`src/rtl/regfile_arbiter.sv`:
```
// regfile_arbiter: DEPTH x WIDTH register file shared by two requesters.
// A round-robin arbiter grants at most one request per cycle. Writes commit
// at the accepting edge; reads return one cycle later on the response port.
module regfile_arbiter #(
  parameter int WIDTH = 8,
  parameter int DEPTH = 4,
  parameter int AW    = 2
) (
  input  logic             CLK,
  input  logic             ASYNCRESET,
  input  logic             req0_valid,
  input  logic             req0_we,
  input  logic [AW-1:0]    req0_addr,
  input  logic [WIDTH-1:0] req0_wdata,
  output logic             req0_ready,
  input  logic             req1_valid,
  input  logic             req1_we,
  input  logic [AW-1:0]    req1_addr,
  input  logic [WIDTH-1:0] req1_wdata,
  output logic             req1_ready,
  output logic             rsp_valid,
  output logic             rsp_id,
  output logic [WIDTH-1:0] rsp_data
);

  logic [WIDTH-1:0] r_mem [DEPTH];
  logic             r_prio;
  logic             r_rsp_valid;
  logic             r_rsp_id;
  logic [WIDTH-1:0] r_rsp_data;

  logic             w_grant0;
  logic             w_grant1;
  logic             w_hs;
  logic             w_sel_id;
  logic             w_sel_we;
  logic [AW-1:0]    w_sel_addr;
  logic [WIDTH-1:0] w_sel_wdata;
  logic             w_rd;
  logic             w_wr;

  // Arbitration: a lone requester always wins; on contention prio picks.
  always_comb begin
    w_grant0 = 1'b0;
    w_grant1 = 1'b0;
    if (req0_valid && req1_valid) begin
      w_grant0 = ~r_prio;
      w_grant1 = r_prio;
    end else begin
      w_grant0 = req0_valid;
      w_grant1 = req1_valid;
    end
  end

  // Select the granted request's fields and classify the handshake.
  always_comb begin
    w_hs        = w_grant0 | w_grant1;
    w_sel_id    = w_grant1;
    w_sel_we    = 1'b0;
    w_sel_addr  = '0;
    w_sel_wdata = '0;
    if (w_grant1) begin
      w_sel_we    = req1_we;
      w_sel_addr  = req1_addr;
      w_sel_wdata = req1_wdata;
    end else begin
      w_sel_we    = req0_we;
      w_sel_addr  = req0_addr;
      w_sel_wdata = req0_wdata;
    end
    w_rd = w_hs & ~w_sel_we;
    w_wr = w_hs & w_sel_we;
  end

  // Ready is the grant, forced low while reset is held.
  assign req0_ready = w_grant0 & ~ASYNCRESET;
  assign req1_ready = w_grant1 & ~ASYNCRESET;

  // Round-robin pointer: after a handshake the other requester gets priority.
  always_ff @(posedge CLK or posedge ASYNCRESET) begin
    if (ASYNCRESET) begin
      r_prio <= 1'b0;
    end else if (w_hs) begin
      r_prio <= ~w_sel_id;
    end else begin
      r_prio <= r_prio;
    end
  end

  // Storage: cleared by reset, written by the granted write request.
  always_ff @(posedge CLK or posedge ASYNCRESET) begin
    if (ASYNCRESET) begin
      for (int i = 0; i < DEPTH; i++) begin
        r_mem[i] <= '0;
      end
    end else if (w_wr) begin
      r_mem[w_sel_addr] <= w_sel_wdata;
    end else begin
      r_mem <= r_mem;
    end
  end

  // Read response: valid one cycle after an accepted read; id/data hold otherwise.
  always_ff @(posedge CLK or posedge ASYNCRESET) begin
    if (ASYNCRESET) begin
      r_rsp_valid <= 1'b0;
      r_rsp_id    <= 1'b0;
      r_rsp_data  <= '0;
    end else if (w_rd) begin
      r_rsp_valid <= 1'b1;
      r_rsp_id    <= w_sel_id;
      r_rsp_data  <= r_mem[w_sel_addr];
    end else begin
      r_rsp_valid <= 1'b0;
      r_rsp_id    <= r_rsp_id;
      r_rsp_data  <= r_rsp_data;
    end
  end

  assign rsp_valid = r_rsp_valid;
  assign rsp_id    = r_rsp_id;
  assign rsp_data  = r_rsp_data;

endmodule

```
`config.mk`:
```
export PLATFORM = sky130hd
export DESIGN_NAME = regfile_arbiter
export DESIGN_NICKNAME = d
export VERILOG_FILES = /design/src/rtl/regfile_arbiter.sv
export SDC_FILE = /design/constraint.sdc
export NUM_CORES = 1
export LEC_CHECK = 0
export ABC_AREA = 1
export BUFFER_PORTS_ARGS = -buffer_cell sky130_fd_sc_hd__buf_2
export CAP_MARGIN = 15
export CELL_PAD_IN_SITES_DETAIL_PLACEMENT = 1
export CELL_PAD_IN_SITES_GLOBAL_PLACEMENT = 1
export CORE_MARGIN = 2
export CORE_UTILIZATION = 43
export DETAILED_ROUTE_END_ITERATION = 6
export PLACE_DENSITY = 0.87
export SETUP_SLACK_MARGIN = 0.5
export SLEW_MARGIN = 10
export SYNTH_ARGS = -nofsm -noshare
export SYNTH_HDL_FRONTEND = slang
export SYNTH_SLANG_ARGS = --single-unit
```
`constraint.sdc`:
```
create_clock -name CLK -period 3.1 [get_ports CLK]
set_input_delay 0.62 -clock CLK [delete_from_list [all_inputs] [get_ports CLK]]
set_output_delay 0.62 -clock CLK [all_outputs]
set_load 0.03 [all_outputs]
```
==> summary.md <==
| Metric | Value |
|---|---|
| Growth of design area from synthesis to finish | 14.9% |
| Clock tree from TritonCTS | done |
| N_diodes | 0 |
| Kind of end point of the critical path | output pin |
| Critical path class | in2out |
| IR drop worst, VDD | 0.243 mV |
| CTS Sinks | 43 |
| Count of boundary I/O pins | 38 |
| Standard cell with the maximum stage delay on the critical path | sky130_fd_sc_hd__buf_2 |
| Final count of hold timing violations | 0 |
| Post-detailed-placement cell area | 2490 um^2 |
| DIE AREA | 5840 um^2 |
| Critical path's largest stage delay | 200 ps |
| Cell type group with the largest total delay on the critical path | simple AND/OR/NAND/NOR gates |
| Number of global-route vias before repair | 2,260 |
| Number of enable flip-flop cells after synthesis | 0 |
| Most instantiated library cell after synthesis | sky130_fd_sc_hd__nand2_1 |
| Worst Hold Slack | 472 ps |
| Area of the multi-input gates | 1080 um^2 |
| Most common cell on crit path | sky130_fd_sc_hd__buf_2 |
| Top post-synthesis cells by count | sky130_fd_sc_hd__nand2_1, sky130_fd_sc_hd__dfrtp_1, sky130_fd_sc_hd__nand3_1 |
| Cell chain of the critical path | buf_2, nand2_2, nand2_4, nor2_1, buf_2 |
| # nets final | 375 |
| Wire length of the first global-routing pass | 11.2 mm |
| Post-synth top area cell | sky130_fd_sc_hd__dfrtp_1 |
| Weighted congestion reported at the end of routability-driven placement | 0.814 |
| Clk Latency, worst-skew pair | 310 ps |
| Main flop type after synthesis | sky130_fd_sc_hd__dfrtp_1 |
| H-tree depth | 2 |
| Die boundary width | 76.4 um |
| Area taken by flip-flops and latches | 1080 um^2 |
| Final setup violation count | 0 |
| Number of buffers on the longest clock path | 2 |
| Total overflow reported by the global router | 0 |
| Iteration count of the initial detailed-routing pass | 4 |
| Port buffer count | 37 |
| Maximum Capacitance Violations | 0 |
| Via/cell ratio | 5.13 |
| Post-cts sizing count | 0 |
| Critical path startpoint category | primary input |
| Sequential-to-total area share from yosys stat | 47.7% |
| Root buffer cell | sky130_fd_sc_hd__clkbuf_8 |
| Core footprint | 5070 um^2 |
| Total power of the final layout | 1.86 mW |
| Fillers | 693 |
| Top post-synthesis cells by area | sky130_fd_sc_hd__dfrtp_1, sky130_fd_sc_hd__nand2_1, sky130_fd_sc_hd__nand3_1, sky130_fd_sc_hd__nand3_2, sky130_fd_sc_hd__nor2_4 |
| Worst-margin pin slew | 661 ps |
| Highest achievable clock rate | 511 MHz |
| Mapped Cells | 312 |
| Worst Path Max Fanout | 17 |
| CP bufs+invs | 2 |
| Layout cell share with drive strength beyond 1 | 19.4% |
| Buffers inserted during post-CTS setup optimization | 0 |
| Pins Over Slew Limit | 0 |
| Post-CTS Hold Fix Bufs | 0 |
| Setup repair after global routing missed its margin | false |
| Clock-pin slew on the worst setup and hold paths | 90 ps |
| Relative max-transition margin | 55.8% |
| Outcome | finished clean |
| Average footprint of a synthesized cell | 7.23 um^2 |
| Number of antenna violations at the first check in global routing | 0 |
| DIE HEIGHT | 76.4 um |
| Async set-reset flop share out of synthesis | 100% |
| Final Routed Wirelength | 6.72 mm |
| Synthesis warning total | 0 |
| Post-synthesis cell type count | 17 |
| Final non-filler cell total | 420 |
| Post-Syn Area | 2260 um^2 |
| Static power due to leakage | 1.51 nW |
| FP Rows | 26 |
| Initial Utilization | 44.5% |
| Design Area, Final | 2590 um^2 |
| Cell total after placement | 412 |
| Remaining number of nets flagged by the antenna check after routing | 0 |
| Remaining design rule violation count | 0 |
| Via count | 2,154 |
| Worst min path class | in2async |
| Worst EP arrival | 1340 ps |
| Time the worst path needs with I/O delays and setup | 1960 ps |
| Wire length per cell | 16.0 um |
| Area share of the largest cell type after synthesis | 47.7% |
| Post-detail-place hpwl | 4.77 mm |
| Synthesized flop and latch total | 43 |
| Detailed router's first-iteration violation count | 118 |
| Number of buffers inserted during clock tree synthesis | 5 |
| Maximum number of pins on one net before global-route repair | 44 |
| Req. time, crit path | 2480 ps |
| Setup_tns | 0 ps |
| Worst Skew | 8.39 ps |
| Fin crit share | 63.1% |
| Global-route usage over all layers | 24.7% |
| Total nets after synthesis | 338 |
| Power Density | 718 nW/um^2 |
[cell families after synthesis]
logic type	Yosys count	synth area share, %
compound gates	5	1.61
simple gates	243	46.4
buf+inv	21	4.27
flops	43	47.7
[worst min-delay path, cell delays in order]
cell and delay [ps]:
sky130_fd_sc_hd__buf_2 110, sky130_fd_sc_hd__inv_1 50, sky130_fd_sc_hd__buf_4 460
[per-layer routing]
layer / part of all wire, % / vias to the layer above / wire, um / global-route usage [%]
met5: 0 / - / 0 / 0
met4: 1.5 / 0 / 104 / 8.18
met3: 5.1 / 8 / 345 / 3.91
met2: 50 / 64 / 3340 / 42.0
met1: 44 / 1042 / 2930 / 32.2
li1: - / 1040 / - / -
[cell type report]
cell class                      count  area share [%]
Clock buffer                        7            3.72
Inverter                           13            1.88
Timing Repair Buffer               38            7.43
Sequential cell                    43            41.5
Multi-Input combinational cell    248            41.8
Tap cell                           70            3.38
Clock inverter                      1           0.290
[state kept, by name, summed over array words and instances, names as in the netlist]
name / count
r_prio: 1
r_mem: 32
rsp_data: 8
rsp_id: 1
rsp_valid: 1
[worst paths after layout]
kind / slack [ps] / start / to / cells past startpoint
min reg2reg: 480 / rsp_data[6] / rsp_data[6] / 2
max: 1140 / req0_valid / req1_ready / 5
max reg2reg: 1220 / r_prio / r_mem[21] / 9
min in group CLK: 480 / rsp_data[6] / rsp_data[6] / 2
max in group asynchronous: 2260 / ASYNCRESET / r_mem[20] / 3
min: 470 / ASYNCRESET / r_mem[6] / 3
[power by group]
| group | total, mW | switching (mW) | leakage, nW | internal [mW] |
|---|---|---|---|---|
| sequential | 0.842 | 0.106 | 0.544 | 0.736 |
| combinational | 0.610 | 0.416 | 0.915 | 0.193 |
| clock | 0.411 | 0.208 | 0.0505 | 0.203 |
[layout by cell type (no fill, tap or decap)]
cell type                    synthesis  routed
sky130_fd_sc_hd__o21ai_2             3       3
sky130_fd_sc_hd__nor2_4              4       4
sky130_fd_sc_hd__nor3_1              1       1
sky130_fd_sc_hd__dfrtp_1            43      43
sky130_fd_sc_hd__clkbuf_8            0       7
sky130_fd_sc_hd__nor2_1              2       2
sky130_fd_sc_hd__nor2_8              1       1
sky130_fd_sc_hd__inv_1               8       8
sky130_fd_sc_hd__o21ai_0             1       1
sky130_fd_sc_hd__nand3_1            33      33
sky130_fd_sc_hd__buf_4               3       1
sky130_fd_sc_hd__clkinvlp_4          0       1
sky130_fd_sc_hd__nand2_4             1       1
sky130_fd_sc_hd__a21oi_1             1       1
sky130_fd_sc_hd__nand2_1           193     193
sky130_fd_sc_hd__nand2_2             3       3
sky130_fd_sc_hd__buf_2               5      37
sky130_fd_sc_hd__inv_2               5       5
sky130_fd_sc_hd__nand3_2             5       5
[through the flow]
step | setup WS, ps | util (%)
2_1_floorplan | 958 | -
3_3_place_gp | 986 | 49.0
3_5_place_dp | 863 | 49.0
4_1_cts | 1140 | 51.1
5_1_grt | 1030 | 51.1
6_report | 1140 | 51.1
Note: power is estimated with default switching activity, not from simulation.
